--- src/rtl/wb_arbiter.sv ---
// wb_arbiter: three requester FIFOs arbitrated round-robin onto one shared SRAM write port
module wb_arbiter #(
   parameter int ARRAY_SIZE        = 8,
   parameter int OUTPUT_DATA_WIDTH = 16,
   parameter int FIFO_DEPTH        = 4
) (
   input  logic                                    clk,
   input  logic                                    srstn,
   input  logic                                    we_a,
   input  logic                                    we_b,
   input  logic                                    we_c,
   input  logic [5:0]                              waddr_a,
   input  logic [5:0]                              waddr_b,
   input  logic [5:0]                              waddr_c,
   input  logic [ARRAY_SIZE*OUTPUT_DATA_WIDTH-1:0] wdata_a,
   input  logic [ARRAY_SIZE*OUTPUT_DATA_WIDTH-1:0] wdata_b,
   input  logic [ARRAY_SIZE*OUTPUT_DATA_WIDTH-1:0] wdata_c,
   input  logic                                    out_ready,
   output logic                                    out_we,
   output logic [7:0]                              out_addr,
   output logic [ARRAY_SIZE*OUTPUT_DATA_WIDTH-1:0] out_data,
   output logic [2:0]                              overflow,
   output logic [7:0]                              wr_count,
   output logic                                    idle
);
   localparam int DW = ARRAY_SIZE * OUTPUT_DATA_WIDTH;
   localparam int EW = DW + 6;
   localparam int AW = $clog2(FIFO_DEPTH);
   localparam bit [AW:0] FULL = FIFO_DEPTH[AW:0];

   logic [2:0]    we, push, pop, ne;
   logic [EW-1:0] went [3];
   logic [EW-1:0] mem_q [3][FIFO_DEPTH];
   logic [EW-1:0] mem_d [3][FIFO_DEPTH];
   logic [AW-1:0] rd_q [3], rd_d [3], wr_q [3], wr_d [3];
   logic [AW:0]   cnt_q [3], cnt_d [3];
   logic [1:0]    last_q, last_d, s1, s2, gnt;
   logic          gnt_v;
   logic [2:0]    ovf_q, ovf_d;
   logic          out_we_q, out_we_d;
   logic [7:0]    out_addr_q, out_addr_d, wr_count_q, wr_count_d;
   logic [DW-1:0] out_data_q, out_data_d;

   assign we   = {we_c, we_b, we_a};
   assign went = '{{waddr_a, wdata_a}, {waddr_b, wdata_b}, {waddr_c, wdata_c}};

   // Round-robin order is the two sources after last_q, then last_q itself.
   always_comb begin
      ne    = {cnt_q[2] != '0, cnt_q[1] != '0, cnt_q[0] != '0};
      s1    = last_q == 2'd2 ? 2'd0 : last_q + 2'd1;
      s2    = s1 == 2'd2 ? 2'd0 : s1 + 2'd1;
      gnt   = ne[s1] ? s1 : ne[s2] ? s2 : last_q;
      gnt_v = out_ready && |ne;
   end

   always_comb begin
      mem_d = mem_q;
      for (int i = 0; i < 3; i++) begin
         pop[i]   = gnt_v && gnt == 2'(i);
         push[i]  = we[i] && (cnt_q[i] != FULL || pop[i]);
         cnt_d[i] = cnt_q[i] + (AW+1)'(push[i]) - (AW+1)'(pop[i]);
         wr_d[i]  = wr_q[i] + AW'(push[i]);
         rd_d[i]  = rd_q[i] + AW'(pop[i]);
         ovf_d[i] = ovf_q[i] | (we[i] & ~push[i]);
         if (push[i]) mem_d[i][wr_q[i]] = went[i];
      end
      last_d     = gnt_v ? gnt : last_q;
      out_we_d   = gnt_v;
      out_addr_d = gnt_v ? {gnt, mem_q[gnt][rd_q[gnt]][EW-1:DW]} : out_addr_q;
      out_data_d = gnt_v ? mem_q[gnt][rd_q[gnt]][DW-1:0] : out_data_q;
      wr_count_d = wr_count_q + 8'(gnt_v);
   end

   always_ff @(posedge clk) mem_q <= mem_d;

   always_ff @(posedge clk) begin
      if (srstn) begin
         cnt_q      <= '{default: '0};
         rd_q       <= '{default: '0};
         wr_q       <= '{default: '0};
         last_q     <= 2'd2;
         ovf_q      <= '0;
         out_we_q   <= 1'b0;
         out_addr_q <= '0;
         out_data_q <= '0;
         wr_count_q <= '0;
      end else begin
         cnt_q      <= cnt_d;
         rd_q       <= rd_d;
         wr_q       <= wr_d;
         last_q     <= last_d;
         ovf_q      <= ovf_d;
         out_we_q   <= out_we_d;
         out_addr_q <= out_addr_d;
         out_data_q <= out_data_d;
         wr_count_q <= wr_count_d;
      end
   end

   assign out_we   = out_we_q;
   assign out_addr = out_addr_q;
   assign out_data = out_data_q;
   assign overflow = ovf_q;
   assign wr_count = wr_count_q;
   assign idle     = cnt_q[0] == '0 && cnt_q[1] == '0 && cnt_q[2] == '0 && !out_we_q;
endmodule
--- config.mk ---
export PLATFORM = sky130hd
export DESIGN_NAME = wb_arbiter
export DESIGN_NICKNAME = d
export VERILOG_FILES = /design/src/rtl/wb_arbiter.sv
export SDC_FILE = /design/constraint.sdc
export NUM_CORES = 2
export LEC_CHECK = 0
export BUFFER_PORTS_ARGS = -buffer_cell sky130_fd_sc_hd__buf_4
export CORE_UTILIZATION = 45
export CTS_CLUSTER_DIAMETER = 30
export DETAILED_ROUTE_END_ITERATION = 8
export GPL_ROUTABILITY_DRIVEN = 0
export SLEW_MARGIN = 5
export SYNTH_ARGS = -nofsm -noshare
export SYNTH_HDL_FRONTEND = slang
export SYNTH_SLANG_ARGS = --single-unit
--- constraint.sdc ---
create_clock -name clk -period 18.45 [get_ports clk]
set_clock_uncertainty 0.15 [all_clocks]
set_input_delay 2.7675 -clock clk [delete_from_list [all_inputs] [get_ports clk]]
set_output_delay 2.7675 -clock clk [all_outputs]
set_load 0.01 [all_outputs]
Word level (Yosys, flattened, before mapping)
Index checks and enable logic that the tools add are counted.
- flip-flop bits (word level): 1779
- input bits: 408
- output and inout port bits: 149
- word-level logic and storage cells: 124
- add/sub/neg operators: 15
- $lt $le $gt $ge: 10
- equal/unequal tests: 7
- mux-type cells: 26
- bitwise operators: 14
- reduce and logical (&&, ||, !) cells: 25
- operator list (kind ; count):
    536-bit bitwise mux ; 3
    536-bit binary-select mux with 2-bit select ; 1
    536-bit two-way mux ; 2
    134-bit demux with 2-bit select ; 3
    134-bit two-way mux ; 5
    134-bit binary-select mux with 2-bit select ; 1
    3-bit >= comparator (second input constant) ; 5
    2-bit NOT with 3-bit output ; 5
    1-bit logical AND ; 13
    2-bit by 1-bit adder with 2-bit output ; 6
    2-bit two-way mux ; 6
    3-bit by 1-bit adder with 3-bit output ; 3
    3-bit zero test ; 3
    3-bit by 1-bit < comparator with 1-bit output (second input constant) ; 3
    3-bit != test (second input constant) ; 3
    3-bit nonzero test ; 3
    3-bit by 1-bit subtractor with 3-bit output ; 3
    8-bit by 1-bit adder with 8-bit output ; 1
    2-bit == test (second input constant) ; 3
    2-bit by 3-bit < comparator with 1-bit output (second input constant) ; 2
    2-bit by 1-bit adder with 2-bit output (second input constant) ; 2
    1-bit binary-select mux with 2-bit select ; 2
    2-bit binary-select mux with 2-bit select ; 1
    1-bit bitwise AND ; 3
    other kinds (8) ; 15

Longest topological paths before layout
- depth in word-level cells: 16
- mapped depth: 14
- mapped depth without buffers: 13

Worst setup path before layout
No wires, ideal clock.
- path kind: input-to-reg
- start point: input port out_ready
- end point: register mem_q[1000] (netlist bit) (enable)
- library setup time: 0.819 ns
- arrival: 13.255 ns
- data required time: 17.481 ns
- slack: 4.227 ns
- stages: 5
- buffers on the path: 0
- cell sequence: nand2_1 inv_2 nand3_1 a31oi_1 nor3b_1
- longest elaborated chain between the ends: 4
- ends and longest elaborated chain (what ; RTL line ; source):
    start, declared ; 18 ; input logic out_ready,
    1-bit logical AND ; 53 ; gnt_v = out_ready && |ne;
    1-bit logical AND ; 59 ; pop[i] = gnt_v && gnt == 2'(i);
    1-bit logical OR ; 60 ; push[i] = we[i] && (cnt_q[i] != FULL || pop[i]);
    1-bit logical AND ; 60 ;
    end signal, assigned ; 74 ; always_ff @(posedge clk) mem_q <= mem_d;
    end, declared ; 33 ; logic [EW-1:0] mem_q [3][FIFO_DEPTH];
No other way between the ends.
A chain may end at the register's enable or synchronous reset.

Worst setup path after layout
- start point: input port out_ready
- end point: register mem_q[1372] (netlist bit) (enable)
Same word-level chain as after synthesis.

==> results.sh <==
export IMPL_outcome="finished, final reports clean"
export IMPL_seq_area_frac_synth_pct=75.6
export IMPL_grt_total_usage_pct=25.2
export IMPL_ys_ff_latch=1778
export IMPL_via_per_inst=5.72
export IMPL_final_util_pct=58.1
export IMPL_worstPathRequired_ns=18.80
export IMPL_nets=5234
export IMPL_core_area_mm2=0.150
export IMPL_dieHeight_um=392
export IMPL_syn_nets=4536
export IMPL_end_kind="register"
export IMPL_numPortBuffers=556
export IMPL_clkSinkCount=1778
export IMPL_first_global_vias=42100
export IMPL_die_area_mm2=0.154
export IMPL_fin_cells=7148
export IMPL_cts_hold_buf=0
export IMPL_dieWidth_um=392
export IMPL_hold_class="register to register"
export IMPL_cts_tree="done"
export IMPL_hold_worst_slack_ns=0.343
export IMPL_worstPathCellList="buf_4, nand2_1, inv_6, buf_4, buf_4, nand3_1, a31oi_1, nand2_1, nor2_4, buf_4, buf_4"
export IMPL_wl_um=196000
export IMPL_via_count=40900
export IMPL_crit_top_cell="buf_4"
export IMPL_finalHoldViolCount=0
export IMPL_fin_crit_ns=8.34
export IMPL_grt_start_max_net_pins=194
export IMPL_ios=557
export IMPL_drt_iter0_drc=2819
export IMPL_cts_buffer_depth=4
export IMPL_synth_cell_area_mm2=0.0684
export IMPL_ir_worst_vdd_v=0.000199
export IMPL_syn_inst=4116
export IMPL_critical_path_class="input pin to register"
export IMPL_max_slew_margin_pct=8.32
export IMPL_placed_cells_incl_taps=6455
export IMPL_h_tree_depth=5
export IMPL_dpl_worst_slack_ns=9.22
export IMPL_ant_nets=0
export IMPL_drv_slew=0
export IMPL_clk_pin_slew_ns=0.05
export IMPL_final_common_cell="edfxtp_1"
export IMPL_drive_gt1_share_pct=30.1
export IMPL_fin_setup_tns_ns=0
export IMPL_post_drt_wl_per_cell_um=27.4
export IMPL_numCtsBuffers=373
export IMPL_drt_pass1_iter_count=6
export IMPL_dpl_hpwl_um=105000
export IMPL_p_leak_nw=30.2
export IMPL_avgSynthCellArea_um2=16.6
export IMPL_fillers=11500
export IMPL_drv_cap=0
export IMPL_antenna_found_initial=50
export IMPL_finalWorstSetupSlack_ns=10.11
export IMPL_path_max_fanout=69
export IMPL_multiInputGateArea_mm2=0.0154
export IMPL_placed_area_mm2=0.0745
export IMPL_cts_repair_resize_count=0
export IMPL_max_slew_worst_pin_slew_ns=1.38
export IMPL_insertion_delay_ns=0.92
export IMPL_grt_pass1_wl_um=282000
export IMPL_postCtsSetupBuffers=0
export IMPL_finalPower_mw=16.3
export IMPL_timing_fmax_mhz=120
export IMPL_yosysUniqueCellTypes=49
export IMPL_crit_family="buffers and inverters"
export IMPL_initial_core_util_pct=45.5
export IMPL_yosysWarnings=0
export IMPL_layout_common_cells="edfxtp_1 (1608), buf_4 (616), clkbuf_16 (381)"
export IMPL_setup_viol=0
export IMPL_syn_to_final_growth_pct=27.8
export IMPL_overflow=0
export IMPL_slowest_stage="buf_4"
export IMPL_powerDensity_mw_per_mm2=186
export IMPL_rows=142
export IMPL_finish_instance_area_mm2=0.0874
export IMPL_slowest_delay_ns=0.91
export IMPL_finalCritPeriodShare_pct=45.2
export IMPL_cp_start_kind="input pin"
export IMPL_regArea_mm2=0.0517
export IMPL_path_buf_inv=6
export IMPL_rsz0062_at_grt="no"
export IMPL_root_buffer="clkbuf_16"
export IMPL_arrival_ns=8.69
export IMPL_route_detailed_drc=0
## registers in the layout (all words and copies together), names as in the netlist
signal    flops
overflow      3
out_addr      7
rd_q          6
mem_q      1608
out_we        1
out_data    128
cnt_q         9
wr_q          6
last_q        2
wr_count      8
## final timing paths
check        cells past startpoint  slack, ns      endpoint    startpoint
max                             11      10.11   mem_q[1372]     out_ready
min                              2       0.34  out_data[83]  out_data[83]
max reg2reg                     12      11.25   mem_q[1372]      cnt_q[4]
min reg2reg                      2       0.34  out_data[83]  out_data[83]
## layout make-up
cell class / count / area share [%]
multi-input combinational: 2024 / 17.6
sequential: 1778 / 59.1
timing repair buffer: 625 / 5.49
clock buffer: 448 / 11.4
antenna: 16 / 0.0458
inverter: 12 / 0.0573
clock inverter: 229 / 3.33
tap: 2016 / 2.89
## worst reg2reg max path: stages (launching register included)
cell and delay (ns):
dfxtp_1 0.46, nor3_1 0.14, nand3_1 0.16, nand2_1 0.17
inv_6 0.66, buf_4 0.82, buf_4 0.73, nand3_1 0.34
a31oi_1 0.55, nand2_1 0.18, nor2_4 0.79, buf_4 0.94
buf_4 0.68
## per-layer routing
metal	up-vias	GRT usage [%]	part of all wire (%)
li1	18000	-	-
met1	20800	32.1	41
met2	1590	40.9	48
met3	411	7.24	8.2
met4	78	9.23	2.6
met5	-	0	0.23
## logic make-up (layout without fill, tap and decap cells)
logic type,Yosys count,count (layout),synth area share (%)
buffers and inverters,314,1314,2.05
flip-flops,1778,1778,75.6
AO/OA/AOI/OAI,822,822,9.07
multiplexers,537,537,8.35
adder cells (fa/ha/maj),12,12,0.253
XOR/XNOR,22,22,0.282
other,0,16,0
AND/OR/NAND/NOR,631,631,4.40
## synth_stat cells, drive strengths merged
library cell | n | share of area, %
o21bai | 1 | 0.011
a31oi | 2 | 0.018
o2111ai | 1 | 0.013
o211ai | 270 | 3.0
nor2b | 10 | 0.091
o2bb2ai | 1 | 0.013
o221ai | 1 | 0.022
nand2 | 281 | 1.5
a221o | 268 | 3.9
xor2 | 10 | 0.13
nor4 | 134 | 1.5
fa | 3 | 0.088
o32ai | 1 | 0.024
a41oi | 3 | 0.038
and3 | 5 | 0.046
edfxtp | 1608 | 71
o221a | 1 | 0.016
nor2 | 172 | 0.94
nand3 | 11 | 0.081
mux2 | 268 | 4.4
nor3b | 4 | 0.044
mux2i | 269 | 3.9
dfxtp | 170 | 5.0
xnor2 | 12 | 0.15
nor4b | 1 | 0.013
o21ai | 1 | 0.0073
buf | 139 | 1.1
nand2b | 1 | 0.0092
a21oi | 269 | 2.0
ha | 9 | 0.16
inv | 12 | 0.066
or3 | 3 | 0.027
clkbuf | 163 | 0.90
a22oi | 1 | 0.018
or2 | 2 | 0.018
or4b | 1 | 0.015
a211oi | 1 | 0.011
nor3 | 6 | 0.060
o211a | 1 | 0.015
## report_power, final
part	internal [mW]	switching (mW)	total [mW]	leakage, nW
Sequential	4.99	0.229	5.22	16.1
Combinational	1.55	2.74	4.28	7.88
Clock	4.70	2.09	6.78	6.21
Total	11.2	5.05	16.3	30.2
(Power assumes the default switching activity.)
